$ cat src/rtl/nmi_sram_if.sv
// nmi_if: NMI request/response bundle between a core master and a fabric slave.
interface nmi_if;
  logic        valid;
  logic        ready;
  logic [31:0] addr;
  logic [31:0] wdata;
  logic [3:0]  wstrb;
  logic [31:0] rdata;
  modport master (output valid, addr, wdata, wstrb, input ready, rdata);
  modport slave  (input valid, addr, wdata, wstrb, output ready, rdata);
endinterface

$ cat src/rtl/nmi_sram_resp.sv
// nmi_sram_resp: NMI slave mapping a BASE_ADDR window onto a single-port synchronous SRAM.
module nmi_sram_resp #(
  parameter logic [31:0] BASE_ADDR  = 32'h3000_0000,
  parameter int          ADDR_WIDTH = 10,
  parameter int          RD_LAT     = 1
) (
  input  logic                  clk_i,
  input  logic                  rst_n_i,
  nmi_if.slave                  nmi,
  output logic                  sram_cs_o,
  output logic                  sram_we_o,
  output logic [3:0]            sram_be_o,
  output logic [ADDR_WIDTH-1:0] sram_addr_o,
  output logic [31:0]           sram_wdata_o,
  input  logic [31:0]           sram_rdata_i,
  output logic                  err_o
);
  typedef enum logic [2:0] {IDLE, ACCESS, WAIT, CAPT, RESP} state_t;
  localparam logic [31:0] WIN_MASK  = ~((32'd4 << ADDR_WIDTH) - 32'd1);
  localparam logic [1:0]  WAIT_LOAD = (RD_LAT > 1) ? 2'(RD_LAT - 2) : 2'd0;
  state_t r_state, w_next;
  logic w_in_win, w_accept;
  logic r_wr, r_err, r_capt, r_cs, r_we, r_ready, r_err_o;
  logic [1:0] r_cnt;
  logic [3:0] r_be;
  logic [ADDR_WIDTH-1:0] r_addr;
  logic [31:0] r_wdata, r_rdata;
  assign w_in_win = (nmi.addr & WIN_MASK) == BASE_ADDR;
  assign w_accept = (r_state == IDLE) && nmi.valid;
  always_ff @(posedge clk_i or negedge rst_n_i)
    if (!rst_n_i) r_state <= IDLE;
    else r_state <= w_next;
  always_comb begin
    w_next = r_state;
    unique case (r_state)
      IDLE:    w_next = nmi.valid ? (w_in_win ? ACCESS : RESP) : IDLE;
      ACCESS:  w_next = r_wr ? RESP : ((RD_LAT > 1) ? WAIT : CAPT);
      WAIT:    w_next = (r_cnt == 2'd0) ? CAPT : WAIT;
      CAPT:    w_next = RESP;
      RESP:    w_next = IDLE;
      default: w_next = IDLE;
    endcase
  end
  // Strobes are registered off the state, so each lands one cycle after its state;
  // r_capt delays the capture to match the SRAM data window of the delayed cs.
  always_ff @(posedge clk_i or negedge rst_n_i)
    if (!rst_n_i) begin
      r_wr    <= 1'b0;
      r_err   <= 1'b0;
      r_capt  <= 1'b0;
      r_cs    <= 1'b0;
      r_we    <= 1'b0;
      r_ready <= 1'b0;
      r_err_o <= 1'b0;
      r_cnt   <= 2'd0;
      r_be    <= 4'h0;
      r_addr  <= '0;
      r_wdata <= 32'h0;
      r_rdata <= 32'h0;
    end else begin
      r_cs    <= r_state == ACCESS;
      r_we    <= (r_state == ACCESS) && r_wr;
      r_ready <= r_state == RESP;
      r_err_o <= (r_state == RESP) && r_err;
      r_capt  <= r_state == CAPT;
      if (r_state == ACCESS) r_cnt <= WAIT_LOAD;
      else if (r_state == WAIT) r_cnt <= r_cnt - 2'd1;
      if (r_capt) r_rdata <= sram_rdata_i;
      else if ((r_state == RESP) && r_err && !r_wr) r_rdata <= 32'h0;
      if (w_accept) begin
        r_wr  <= |nmi.wstrb;
        r_err <= !w_in_win;
      end
      if (w_accept && w_in_win) begin
        r_addr  <= nmi.addr[ADDR_WIDTH+1:2];
        r_wdata <= nmi.wdata;
        r_be    <= (|nmi.wstrb) ? nmi.wstrb : 4'hF;
      end
    end
  assign sram_cs_o    = r_cs;
  assign sram_we_o    = r_we;
  assign sram_be_o    = r_be;
  assign sram_addr_o  = r_addr;
  assign sram_wdata_o = r_wdata;
  assign err_o        = r_err_o;
  assign nmi.ready    = r_ready;
  assign nmi.rdata    = r_rdata;
endmodule

$ cat src/flat_wrapper.sv
// flat-port wrapper written by rule: the top's interface ports become plain ports
module nmi_sram_resp_flat 
#(
  parameter logic [31:0] BASE_ADDR  = 32'h3000_0000,
  parameter int          ADDR_WIDTH = 10,
  parameter int          RD_LAT     = 1
)
  (clk_i, rst_n_i, sram_cs_o, sram_we_o, sram_be_o, sram_addr_o, sram_wdata_o, sram_rdata_i, err_o, nmi_valid, nmi_addr, nmi_wdata, nmi_wstrb, nmi_ready, nmi_rdata);
  nmi_if nmi_i ();
  input  logic clk_i;
  input  logic rst_n_i;
  output logic sram_cs_o;
  output logic sram_we_o;
  output logic [3:0] sram_be_o;
  output logic [ADDR_WIDTH-1:0] sram_addr_o;
  output logic [31:0] sram_wdata_o;
  input  logic [31:0] sram_rdata_i;
  output logic err_o;
  input wire logic [$bits(nmi_i.valid)-1:0] nmi_valid;
  input wire logic [$bits(nmi_i.addr)-1:0] nmi_addr;
  input wire logic [$bits(nmi_i.wdata)-1:0] nmi_wdata;
  input wire logic [$bits(nmi_i.wstrb)-1:0] nmi_wstrb;
  output wire logic [$bits(nmi_i.ready)-1:0] nmi_ready;
  output wire logic [$bits(nmi_i.rdata)-1:0] nmi_rdata;
  assign nmi_i.valid = nmi_valid;
  assign nmi_i.addr = nmi_addr;
  assign nmi_i.wdata = nmi_wdata;
  assign nmi_i.wstrb = nmi_wstrb;
  assign nmi_ready = nmi_i.ready;
  assign nmi_rdata = nmi_i.rdata;
  nmi_sram_resp #(.BASE_ADDR(BASE_ADDR), .ADDR_WIDTH(ADDR_WIDTH), .RD_LAT(RD_LAT)) u_core (.clk_i(clk_i), .rst_n_i(rst_n_i), .nmi(nmi_i), .sram_cs_o(sram_cs_o), .sram_we_o(sram_we_o), .sram_be_o(sram_be_o), .sram_addr_o(sram_addr_o), .sram_wdata_o(sram_wdata_o), .sram_rdata_i(sram_rdata_i), .err_o(err_o));
endmodule
$ cat config.mk
export PLATFORM = sky130hd
export DESIGN_NAME = nmi_sram_resp_flat
export DESIGN_NICKNAME = d
export VERILOG_FILES = /design/src/rtl/nmi_sram_if.sv /design/src/rtl/nmi_sram_resp.sv /design/src/flat_wrapper.sv
export SDC_FILE = /design/constraint.sdc
export NUM_CORES = 1
export LEC_CHECK = 0
export CAP_MARGIN = 40
export CELL_PAD_IN_SITES_DETAIL_PLACEMENT = 1
export CELL_PAD_IN_SITES_GLOBAL_PLACEMENT = 1
export CORE_MARGIN = 2
export CORE_UTILIZATION = 30
export CTS_CLUSTER_SIZE = 8
export DETAILED_ROUTE_END_ITERATION = 16
export HOLD_SLACK_MARGIN = 0.12
export PLACE_DENSITY = 0.75
export SLEW_MARGIN = 20
export SYNTH_ARGS = -nofsm -noshare
export SYNTH_HDL_FRONTEND = slang
export SYNTH_SLANG_ARGS = --single-unit
$ cat constraint.sdc
create_clock -name clk_i -period 3.05 [get_ports clk_i]
set_clock_uncertainty 0.2 [all_clocks]
set_input_delay 0.305 -clock clk_i [delete_from_list [all_inputs] [get_ports clk_i]]
set_output_delay 0.305 -clock clk_i [all_outputs]
set_load 0.005 [all_outputs]
* After elaboration in Yosys (flattened, before gate mapping) *
Cells that the tools add are included.

storage, ports and cells
  input port bits = 103
  register bits = 90
  output and inout bits = 82
  word-level logic and storage cells = 41

operators by class
  equality and inequality tests = 5
  reduce and logical (&&, ||, !) cells = 12
  add/sub/neg operators = 1
  mux-type cells = 10

operator list
  operator              count
  $mux 32               2
  $eq 20x18->1 const B  1
  $pmux 3 s4            1
  $mux 3                3
  $eq 3x2->1 const B    2
  $logic_and 1x1->1     5
  $mux 2                2
  $mux 4                1
  $reduce_bool 2->1     2
  $reduce_or 4->1       1
  $eq 3x1->1 const B    1
  $eq 3x3->1 const B    1
  $logic_not 3->1       1
  $logic_not 1->1       2
  $logic_not 2->1       1
  $sub 2x1->2 const B   1
  $mux 1                1

* Logic depth before layout (Yosys ltp) *
Gate-level depths: netlist (run 1).

  word-level depth = 5
  depth in mapped cells = 6

* Worst setup path before layout (run 1) *
Ideal clock, no wire load.

  kind = reg2reg
  start point = register u_core.r_state[0]
  end point = register u_core.r_addr[1], in the netlist u_core.sram_addr_o[1]
  buffers on the path = 2
  stages on the path, launching flop included = 7
  arrival = 1712 ps
  clock period less this slack = 2037 ps
  path slack = 1013 ps
  cell sequence = dfrtp_1 buf_6 nor4b_4 nand3_4 nor2_8 buf_12 mux2_4

on the way
  cells in the longest elaborated chain, start to end = 3

ends and longest elaborated chain
  item                    RTL line             text
  start, declared         nmi_sram_resp.sv:21  state_t r_state, w_next;
  start signal, assigned  nmi_sram_resp.sv:32  else r_state <= w_next;
  $logic_not 3->1         nmi_sram_resp.sv:29  assign w_accept = (r_state == IDLE) && nmi.valid;
  $logic_and 1x1->1       nmi_sram_resp.sv:29
  $logic_and 1x1->1       nmi_sram_resp.sv:74  if (w_accept && w_in_win) begin
  end signal, assigned    nmi_sram_resp.sv:75  r_addr <= nmi.addr[ADDR_WIDTH+1:2];
  end, declared           nmi_sram_resp.sv:26  logic [ADDR_WIDTH-1:0] r_addr;

Every way passes these cells.
A chain may end at the register's enable or synchronous reset.

* Final worst setup path (run 1) *
  start point = register u_core.r_state[0]
  end point = register u_core.r_wdata[29], in the netlist u_core.sram_wdata_o[29]

on the way
  cells in the longest elaborated chain, start to end = 3

ends and longest elaborated chain
  item                  RTL line             text
  $logic_not 3->1       nmi_sram_resp.sv:29
  $logic_and 1x1->1     nmi_sram_resp.sv:29
  $logic_and 1x1->1     nmi_sram_resp.sv:74
  end signal, assigned  nmi_sram_resp.sv:76  r_wdata <= nmi.wdata;
  end, declared         nmi_sram_resp.sv:27  logic [31:0] r_wdata, r_rdata;

Every way passes these cells.

==> results of run 1 <==
## flip-flops by register name, indices dropped and copies added (netlist names)
name / cells
u_core.nmi.rdata: 32
u_core.sram_wdata_o: 32
u_core.sram_addr_o: 10
u_core.sram_be_o: 4
u_core.r_state: 3
u_core.r_cnt: 2
u_core.err_o: 1
u_core.nmi.ready: 1
u_core.r_capt: 1
u_core.r_err: 1
u_core.r_wr: 1
u_core.sram_cs_o: 1
u_core.sram_we_o: 1
## path summary, 6_finish.rpt
path	start	to	slack (ns)	cells past startpoint
max in group asynchronous	rst_n_i	u_core.r_capt$_DFF_PN0_	1.87	3
setup / recovery	u_core.r_state[0]$_DFF_PN0_	u_core.sram_wdata_o[29]$_DFFE_PN0P_	0.70	5
min in group asynchronous	rst_n_i	u_core.sram_wdata_o[3]$_DFFE_PN0P_	0.35	3
hold / removal	u_core.nmi.rdata[19]$_DFFE_PN0P_	u_core.nmi.rdata[19]$_DFFE_PN0P_	0.29	1
setup reg to reg	u_core.r_state[0]$_DFF_PN0_	u_core.sram_wdata_o[29]$_DFFE_PN0P_	0.70	5
hold reg to reg	u_core.nmi.rdata[19]$_DFFE_PN0P_	u_core.nmi.rdata[19]$_DFFE_PN0P_	0.29	1
## placed cells by master, fill, tap and decap left out, drive strengths merged
cell type | Yosys | routed
clkdlybuf4s50 | 0 | 181
dfrtp | 90 | 90
mux2 | 42 | 42
a22o | 32 | 32
nor2 | 14 | 14
clkbuf | 4 | 11
o21ai | 10 | 10
buf | 10 | 8
nor4 | 5 | 5
a21oi | 5 | 5
inv | 4 | 4
o31ai | 4 | 4
nor3 | 3 | 3
bufinv | 0 | 3
nand3 | 2 | 2
or2b | 1 | 1
and4bb | 1 | 1
nand2 | 1 | 1
nor4b | 1 | 1
a22oi | 1 | 1
o22ai | 1 | 1
and2 | 1 | 1
and3 | 1 | 1
ha | 1 | 1
clkinv | 0 | 1
clkinvlp | 0 | 1
dlygate4sd3 | 0 | 1
## power breakdown
group / internal, W / switching [W]
registers: 0.00120 / 0.00000412
logic: 0.000127 / 0.0000568
clock network: 0.000800 / 0.000456
## cell usage after synthesis, drive strengths merged (2+ instances only)
master  number
a21oi        5
a22o        32
buf         10
clkbuf       4
dfrtp       90
inv          4
mux2        42
nand3        2
nor2        14
nor3         3
nor4         5
o21ai       10
o31ai        4
## final cells by class
class | count | area share, %
repair buffers | 190 | 32.2
multi-input cells | 126 | 20.9
inverters | 4 | 0.252
clock buffers | 11 | 3.91
flip-flops and latches | 90 | 37.8
well taps | 147 | 3.09
clock inverters | 5 | 1.72
## metrics by stage
stage / setup WS (ns) / std cells
global placement: 0.454 / 556
detailed placement: 0.427 / 556
finish: 0.700 / 573
global route: 0.582 / 573
CTS: 0.669 / 573
floorplan: 1.01 / 234
## routing by layer
layer	share of wire, %	track usage [%]
met5	0	0
met4	2.7	7.15
met3	6.6	4.24
met2	50	27.3
met1	40	19.3
## logic make-up after synthesis
kind of cell | Yosys count | share of synthesized area [%]
flip-flops | 90 | 61.9
adder cells (fa/ha/maj) | 1 | 0.344
AND/OR/NAND/NOR | 30 | 5.84
multiplexers | 42 | 17.0
buffers and inverters | 18 | 3.99
AO/OA/AOI/OAI | 53 | 11.0
==> impl_metrics.yaml, run 1 <==
logic_synthesis:
  netlist.area_leader.share_pct: 61.9
  yosysWarnings: 0
  synth_async_sr_flop_share_pct: 100
  ys_seq_area_share_pct: 61.9
  yosys-top-cells-area: "dfrtp_1 (62%), mux2_4 (16%), a22o_1 (7.7%), buf_12 (2.2%), o21ai_0 (1.4%)"
  synth.largest_area_cell: "dfrtp_1"
  postSynthCellCount: 234
  syn_area_mm2: 0.00364
  synth.avg_cell_area_um2: 15.6
  synth_seq_cells: 90
  ys.flop_type: "dfrtp_1"
  syn_nets: 338
  synth_cell_types: 29
  synth-edff-count: 0
timing:
  rsz0062_at_grt: "false"
  setup_viol: 0
  worst_slew_pin_slew_ns: 0.747
  relSlewSlack_pct: 49.8
  slew_violations: 0
  min_period_over_period_pct: 77.0
  fmax_mhz: 426
  fin_hold_ws_ns: 0.293
  fin_crit_ns: 2.35
  hold_violations: 0
  finalSetupTns_ns: 0
critical_path:
  cpLargestDelayFamily: "simple AND/OR/NAND/NOR gates"
  slowest_delay_ns: 0.51
  worstPathRequired_ns: 3.07
  crit_slowest_cell: "dfrtp_1"
  crit_chain: "nor4b_4 > nand3_4 > nor2_8 > buf_12 > mux2_4"
  arrival_ns: 2.37
  cp-start-kind: "flip-flop"
  cp_num_buf_inv: 1
  critPathKind: "reg2reg"
  crit_fanout: 17
  end_kind: "flip-flop"
global_route:
  grt_max_degree: 91
  grt_pass1_vias: 3087
  globalRouteOverflowTotal: 0
  grt_antenna_before_repair: 0
  track_usage_pct: 16.1
  grt_pass1_wl_um: 16300
detailed_routing:
  remaining_drc_errors: 0
  via_per_inst: 4.75
  ant_nets: 0
  wl_um: 10300
  vias: 2720
  first_iter_violations: 103
  wl_per_cell_um: 17.9
  firstDrtPassIters: 4
clock_tree:
  cts_tree: "built"
  h-tree-depth: 3
  clock_latency_ns: 0.34
  post_cts_resize_count: 0
  clock_path_buffers: 2
  cts_setup_buffers: 0
  cts-hold-fix-buffers: 1
  clkSinkCount: 90
  cts_made_buffers: 9
  clk_pin_slew_worst_paths_ns: 0.06
  cts_root_buf: "clkbuf_16"
cells_and_area:
  synthToLayoutAreaGrowth_pct: 63.5
  nets: 525
  n_fill_cell: 1209
  final_area_mm2: 0.00595
  multi_input_area_mm2: 0.00125
  seqCellArea_mm2: 0.00225
  post-route-util_pct: 50.0
  drive_above_1_share_pct: 16.7
  num_antenna_cells: 0
power_and_ir_drop:
  pwr_density_cell_mw_per_mm2: 444
  vdd_ir_drop_max_v: 0.000198
  total_power_w: 0.00264
  power_leakage_nw: 2.62
place:
  io_buffers: 182
  place_area_mm2: 0.00561
  routabilityCongestion: 0.716
  dpl.hpwl_um: 7300
floorplanning:
  die_area_mm2: 0.0130
  start_util_pct: 30.6
  core.rowCount: 40
  die_width_um: 114
  ios: 185
  core_mm2: 0.0119
  die_h_um: 114
run:
  max_cap_violations: 0
run_status:
  outcome: "completed"
worst_hold_path:
  min_path_type: "reg2reg"
Power figures use the tool's default switching activity.
==> inputs of run 2 (changes only) <==
- clock period: 3.05 -> 2.26 ns (I/O delays scaled with it)
==> run 2 against run 1 <==
Effect of this change:
- largest power group is now sequential cells
- sequential cell count is the same
- final cell count grew 1.0%
- die area did not move
- via count is 1.7% higher
- register-to-register slack got worse by 0.48 ns
- sequential share of layout area increased by 0.18 points
- highest routed layer unchanged
- fmax rose by 15%
- critical path type unchanged
- setup slack worse by 0.48 ns
==> impl_metrics.yaml, run 2 (synthesized netlist as in run 1, its figures left out) <==
critical_path:
  reg2reg_to: "u_core.sram_addr_o[9]$_DFFE_PN0P_"
  crit_slowest_cell: "dfrtp_1"
  startpoint: "u_core.r_state[1]$_DFF_PN0_"
  end_kind: "flip-flop"
  arrival_ns: 2.06
  critPathKind: "reg2reg"
  worstPathRequired_ns: 2.28
  slowest_delay_ns: 0.46
  crit_fanout: 23
  cp-start-kind: "flip-flop"
  rr_worst_depth: 5
  rrSetupSlack_ns: 0.22
  crit_chain: "nor4b_4 > nand3_4 > nor2_8 > buf_12 > mux2_2"
  rr_startpoint: "u_core.r_state[1]$_DFF_PN0_"
timing:
  fmax_mhz: 490
  hold_violations: 0
  fin_hold_ws_ns: 0.142
  fin_crit_ns: 2.04
  setup_viol: 0
  min_period_over_period_pct: 90.3
  worst_slew_pin_slew_ns: 0.371
  relSlewSlack_pct: 75.3
  rsz0062_at_grt: "false"
  slew_violations: 0
clock_tree:
  clock_latency_ns: 0.33
  cts_root_buf: "clkbuf_16"
  clock_path_buffers: 2
  cts_tree: "built"
  h-tree-depth: 3
  clkSinkCount: 90
  clk_pin_slew_worst_paths_ns: 0.06
  cts_made_buffers: 9
detailed_routing:
  wl_per_cell_um: 17.7
  remaining_drc_errors: 0
  wl_um: 10200
  via_per_inst: 4.78
  vias: 2767
  first_iter_violations: 85
  ant_nets: 0
  firstDrtPassIters: 3
floorplanning:
  ios: 185
  core.rowCount: 40
  start_util_pct: 30.6
  die_h_um: 114
  core_mm2: 0.0119
  die_width_um: 114
  die_area_mm2: 0.0130
power_and_ir_drop:
  vdd_ir_drop_max_v: 0.000250
  comb_power_share_pct: 7.8
  seq_power_share_pct: 49.9
  power_leakage_nw: 2.62
  internal_power_w: 0.00256
  pwr_density_cell_mw_per_mm2: 548
  switching_share_pct: 21.2
  clock_power_share_pct: 42.3
  p_switching_w: 0.000687
cells_and_area:
  synthToLayoutAreaGrowth_pct: 62.7
  layout_commonest_cell: "clkdlybuf4s50_1"
  post-route-util_pct: 49.7
  nets: 531
  drive_above_1_share_pct: 17.8
  num_antenna_cells: 0
  stdcell_count: 579
  layout_common_cells: "clkdlybuf4s50_1 (181), dfrtp_1 (90), mux2_4 (39)"
  final_area_mm2: 0.00592
place:
  routabilityCongestion: 0.718
  io_buffers: 182
  dpl.cell_count: 562
  place_area_mm2: 0.00564
  dpl.hpwl_um: 7530
global_route:
  grt_pass1_vias: 3095
  grt_max_degree: 67
  grt_pass1_wl_um: 15900
  track_usage_pct: 15.7
  grt_antenna_before_repair: 0
  globalRouteOverflowTotal: 0
run:
  max_cap_violations: 0
worst_hold_path:
  min_path_type: "in2async"
run_status:
  outcome: "completed"
[run 2: metrics by stage]
stage | setup WS (ns) | TNS [ns] | total power (W)
2_1_floorplan | 0.223 | 0 | 0.00167
3_3_place_gp | -0.0346 | -0.505 | 0.00190
3_5_place_dp | -0.138 | -4.20 | 0.00191
4_1_cts | 0.196 | 0 | 0.00332
5_1_grt | 0.134 | 0 | 0.00338
6_report | 0.218 | 0 | 0.00325
[run 2: what timing repair did]
item,4_1_cts,5_1_grt
resized for setup,0,0
hold buffers,1,0
buffers inserted,0,0
hold endpoints to repair,90,0
endpoints found under the setup margin,0,0
[run 2: cell type report]
| type | instances | area (um^2) |
|---|---|---|
| tap | 147 | 184 |
| clock inverter | 5 | 30.0 |
| timing repair buffer | 196 | 1950 |
| clock buffer | 11 | 243 |
| multi-input combinational | 126 | 1250 |
| fill | 1228 | 5990 |
| inverter | 4 | 15.0 |
| sequential | 90 | 2250 |
[run 2: routing by layer]
metal / GRT usage (%) / share of wire, % / up-vias
met5: 0 / 0 / -
met1: 18.6 / 41 / 1406
met2: 26.7 / 51 / 102
met4: 6.67 / 2.3 / 0
li1: - / - / 1240
met3: 4.39 / 6.1 / 19
[run 2: power groups by stage]
stage                     logic (W)  clock network (W)  registers, W
after floorplan           0.0000252                  0       0.00165
after global placement     0.000249                  0       0.00165
after detailed placement   0.000258                  0       0.00165
after CTS                  0.000260            0.00144       0.00162
after global routing       0.000274            0.00149       0.00162
final                      0.000254            0.00137       0.00162
[run 2: worst max-delay path by stage]
stage	to	slack (ns)	cells after the start
floorplan	u_core.sram_addr_o[1]$_DFFE_PN0P_	0.22	6
finish	u_core.sram_addr_o[9]$_DFFE_PN0P_	0.22	5
global route	u_core.sram_wdata_o[23]$_DFFE_PN0P_	0.13	5
global placement	u_core.sram_wdata_o[31]$_DFFE_PN0P_	-0.03	6
CTS	u_core.sram_addr_o[9]$_DFFE_PN0P_	0.20	5
detailed placement	u_core.sram_addr_o[9]$_DFFE_PN0P_	-0.14	6
[run 2: worst max-delay path, delay by kind of cell, from the launching register on]
kind                   cells  cell delay, ns
and+or+nand+nor            3            0.68
muxes                      1            0.36
buffers and inverters      1            0.22
DFF                        1            0.46
==> inputs of run 3 (changes only) <==
- PLACE_DENSITY: 0.75 -> default
- PLACE_DENSITY_LB_ADDON: default -> 0.1
==> run 3 against run 2 <==
Effect of this change:
- critical path type unchanged
- worst hold slack improved by 0.10 ns
- sequential share of layout area fell by 0.29 points
- design area rose by 0.78%
- die area did not move
- setup slack got worse by 0.027 ns
- non-clock buffer count rose by 3
- fmax fell by 1.3%
- largest power group unchanged
- largest cell class unchanged
- clock power barely moved
- sequential power barely moved
- via count fell by 1.8%
==> impl_metrics.yaml, run 3 (synthesized netlist as in run 1, its figures left out) <==
detailed_routing:
  ant_nets: 0
  wl_per_cell_um: 17.5
  first_iter_violations: 134
  met3_length_um: 527
  dr_wl_met2_um: 4960
  remaining_drc_errors: 0
  wl_um: 10200
  firstDrtPassIters: 4
  drt-met1-wl_um: 4500
  via_per_inst: 4.67
  highest_layer: "met4"
  vias: 2716
clock_tree:
  cts_setup_buffers: 0
  clock_path_buffers: 2
  cts_root_buf: "clkbuf_16"
  h-tree-depth: 3
  clock_latency_ns: 0.33
  post_cts_resize_count: 0
  cts-hold-fix-buffers: 1
  cts_tree: "built"
  clkSinkCount: 90
  clk_pin_slew_worst_paths_ns: 0.06
  cts_made_buffers: 9
timing:
  min_period_over_period_pct: 91.5
  fin_crit_ns: 2.07
  worst_slew_pin_slew_ns: 0.598
  setup_viol: 0
  relSlewSlack_pct: 60.1
  hold_violations: 0
  slew_violations: 0
  rsz0062_at_grt: "false"
  fmax_mhz: 483
cells_and_area:
  synthToLayoutAreaGrowth_pct: 64.0
  final_area_mm2: 0.00597
  nets: 534
  num_antenna_cells: 0
  drive_above_1_share_pct: 18.2
  layout_common_cells: "clkdlybuf4s50_1 (181), dfrtp_1 (90), mux2_4 (39)"
  layout_commonest_cell: "clkdlybuf4s50_1"
  stdcell_count: 581
power_and_ir_drop:
  power_leakage_nw: 2.65
  vdd_ir_drop_max_v: 0.000261
  pwr_density_cell_mw_per_mm2: 546
  total_power_w: 0.00326
global_route:
  grt_pass1_vias: 3014
  globalRouteOverflowTotal: 0
  grt_pass1_wl_um: 16200
  grt_max_degree: 48
  track_usage_pct: 16.1
  grt_antenna_before_repair: 0
critical_path:
  arrival_ns: 2.08
  worstPathRequired_ns: 2.27
  cp-start-kind: "flip-flop"
  end_kind: "flip-flop"
  cpLargestDelayFamily: "simple AND/OR/NAND/NOR gates"
  cp_num_buf_inv: 1
  slowest_delay_ns: 0.47
  crit_fanout: 15
  crit_slowest_cell: "dfrtp_1"
  rrSetupSlack_ns: 0.19
  rr_startpoint: "u_core.r_state[1]$_DFF_PN0_"
  crit_chain: "nor4b_4 > nand3_4 > nor2_8 > buf_12 > mux2_4"
  critPathKind: "reg2reg"
  reg2reg_to: "u_core.sram_addr_o[2]$_DFFE_PN0P_"
  rr_worst_depth: 5
floorplanning:
  ios: 185
  die_h_um: 114
  die_width_um: 114
  die_area_mm2: 0.0130
  start_util_pct: 30.6
  core_mm2: 0.0119
  core.rowCount: 40
run:
  max_cap_violations: 0
place:
  routabilityCongestion: 0.712
  dpl.hpwl_um: 7420
  io_buffers: 182
  dpl.cell_count: 565
  place_area_mm2: 0.00569
run_status:
  outcome: "completed"
worst_hold_path:
  min_path_type: "in2async"
[run 3: cell types whose count changed in the layout (fill, tap and decap cells not counted)]
cell        before  now
buf_12           2    4
clkinvlp_4       2    0
buf_4           12   13
clkbuf_8         1    2
[run 3: report_power, final]
part           internal [W]  total (W)  switching, W
Sequential          0.00162    0.00162    0.00000274
Clock              0.000794    0.00139      0.000593
Combinational      0.000173   0.000253     0.0000798
Total               0.00258    0.00326      0.000676
[run 3: worst max path at each step]
| stage | from | to | slack, ns | cells past startpoint |
|---|---|---|---|---|
| 2_1_floorplan | u_core.r_state[0]$_DFF_PN0_ | u_core.sram_addr_o[1]$_DFFE_PN0P_ | 0.22 | 6 |
| 3_3_place_gp | nmi_addr[21] | u_core.sram_addr_o[7]$_DFFE_PN0P_ | -0.06 | 7 |
| 3_5_place_dp | nmi_addr[21] | u_core.sram_addr_o[2]$_DFFE_PN0P_ | -0.05 | 7 |
| 4_1_cts | u_core.r_state[1]$_DFF_PN0_ | u_core.sram_addr_o[2]$_DFFE_PN0P_ | 0.18 | 5 |
| 5_1_grt | u_core.r_state[1]$_DFF_PN0_ | u_core.sram_addr_o[2]$_DFFE_PN0P_ | 0.12 | 5 |
| 6_report | u_core.r_state[1]$_DFF_PN0_ | u_core.sram_addr_o[2]$_DFFE_PN0P_ | 0.19 | 5 |
[run 3: metal layers]
metal	up-vias	GRT usage, %
met1	1365	20.8
li1	1242	-
met4	0	6.67
met5	-	0
met2	95	26.0
met3	14	3.65
[run 3: layout make-up]
| class | instances | area, um^2 |
|---|---|---|
| Multi-Input combinational cell | 126 | 1250 |
| Tap cell | 147 | 184 |
| Inverter | 4 | 15.0 |
| Sequential cell | 90 | 2250 |
| Clock buffer | 12 | 256 |
| Fill cell | 1208 | 5940 |
| Clock inverter | 3 | 15.0 |
| Timing Repair Buffer | 199 | 2000 |
[run 3: through the flow]
stage	TNS (ns)	setup slack (ns)	hold WS [ns]	utilization, %
6_report	0	0.191	0.246	50.1
5_1_grt	0	0.122	0.293	50.1
4_1_cts	0	0.180	0.272	50.1
3_5_place_dp	-1.28	-0.0543	0.0841	47.8
3_3_place_gp	-1.41	-0.0615	0.0688	47.8
2_1_floorplan	0	0.223	-0.270	-
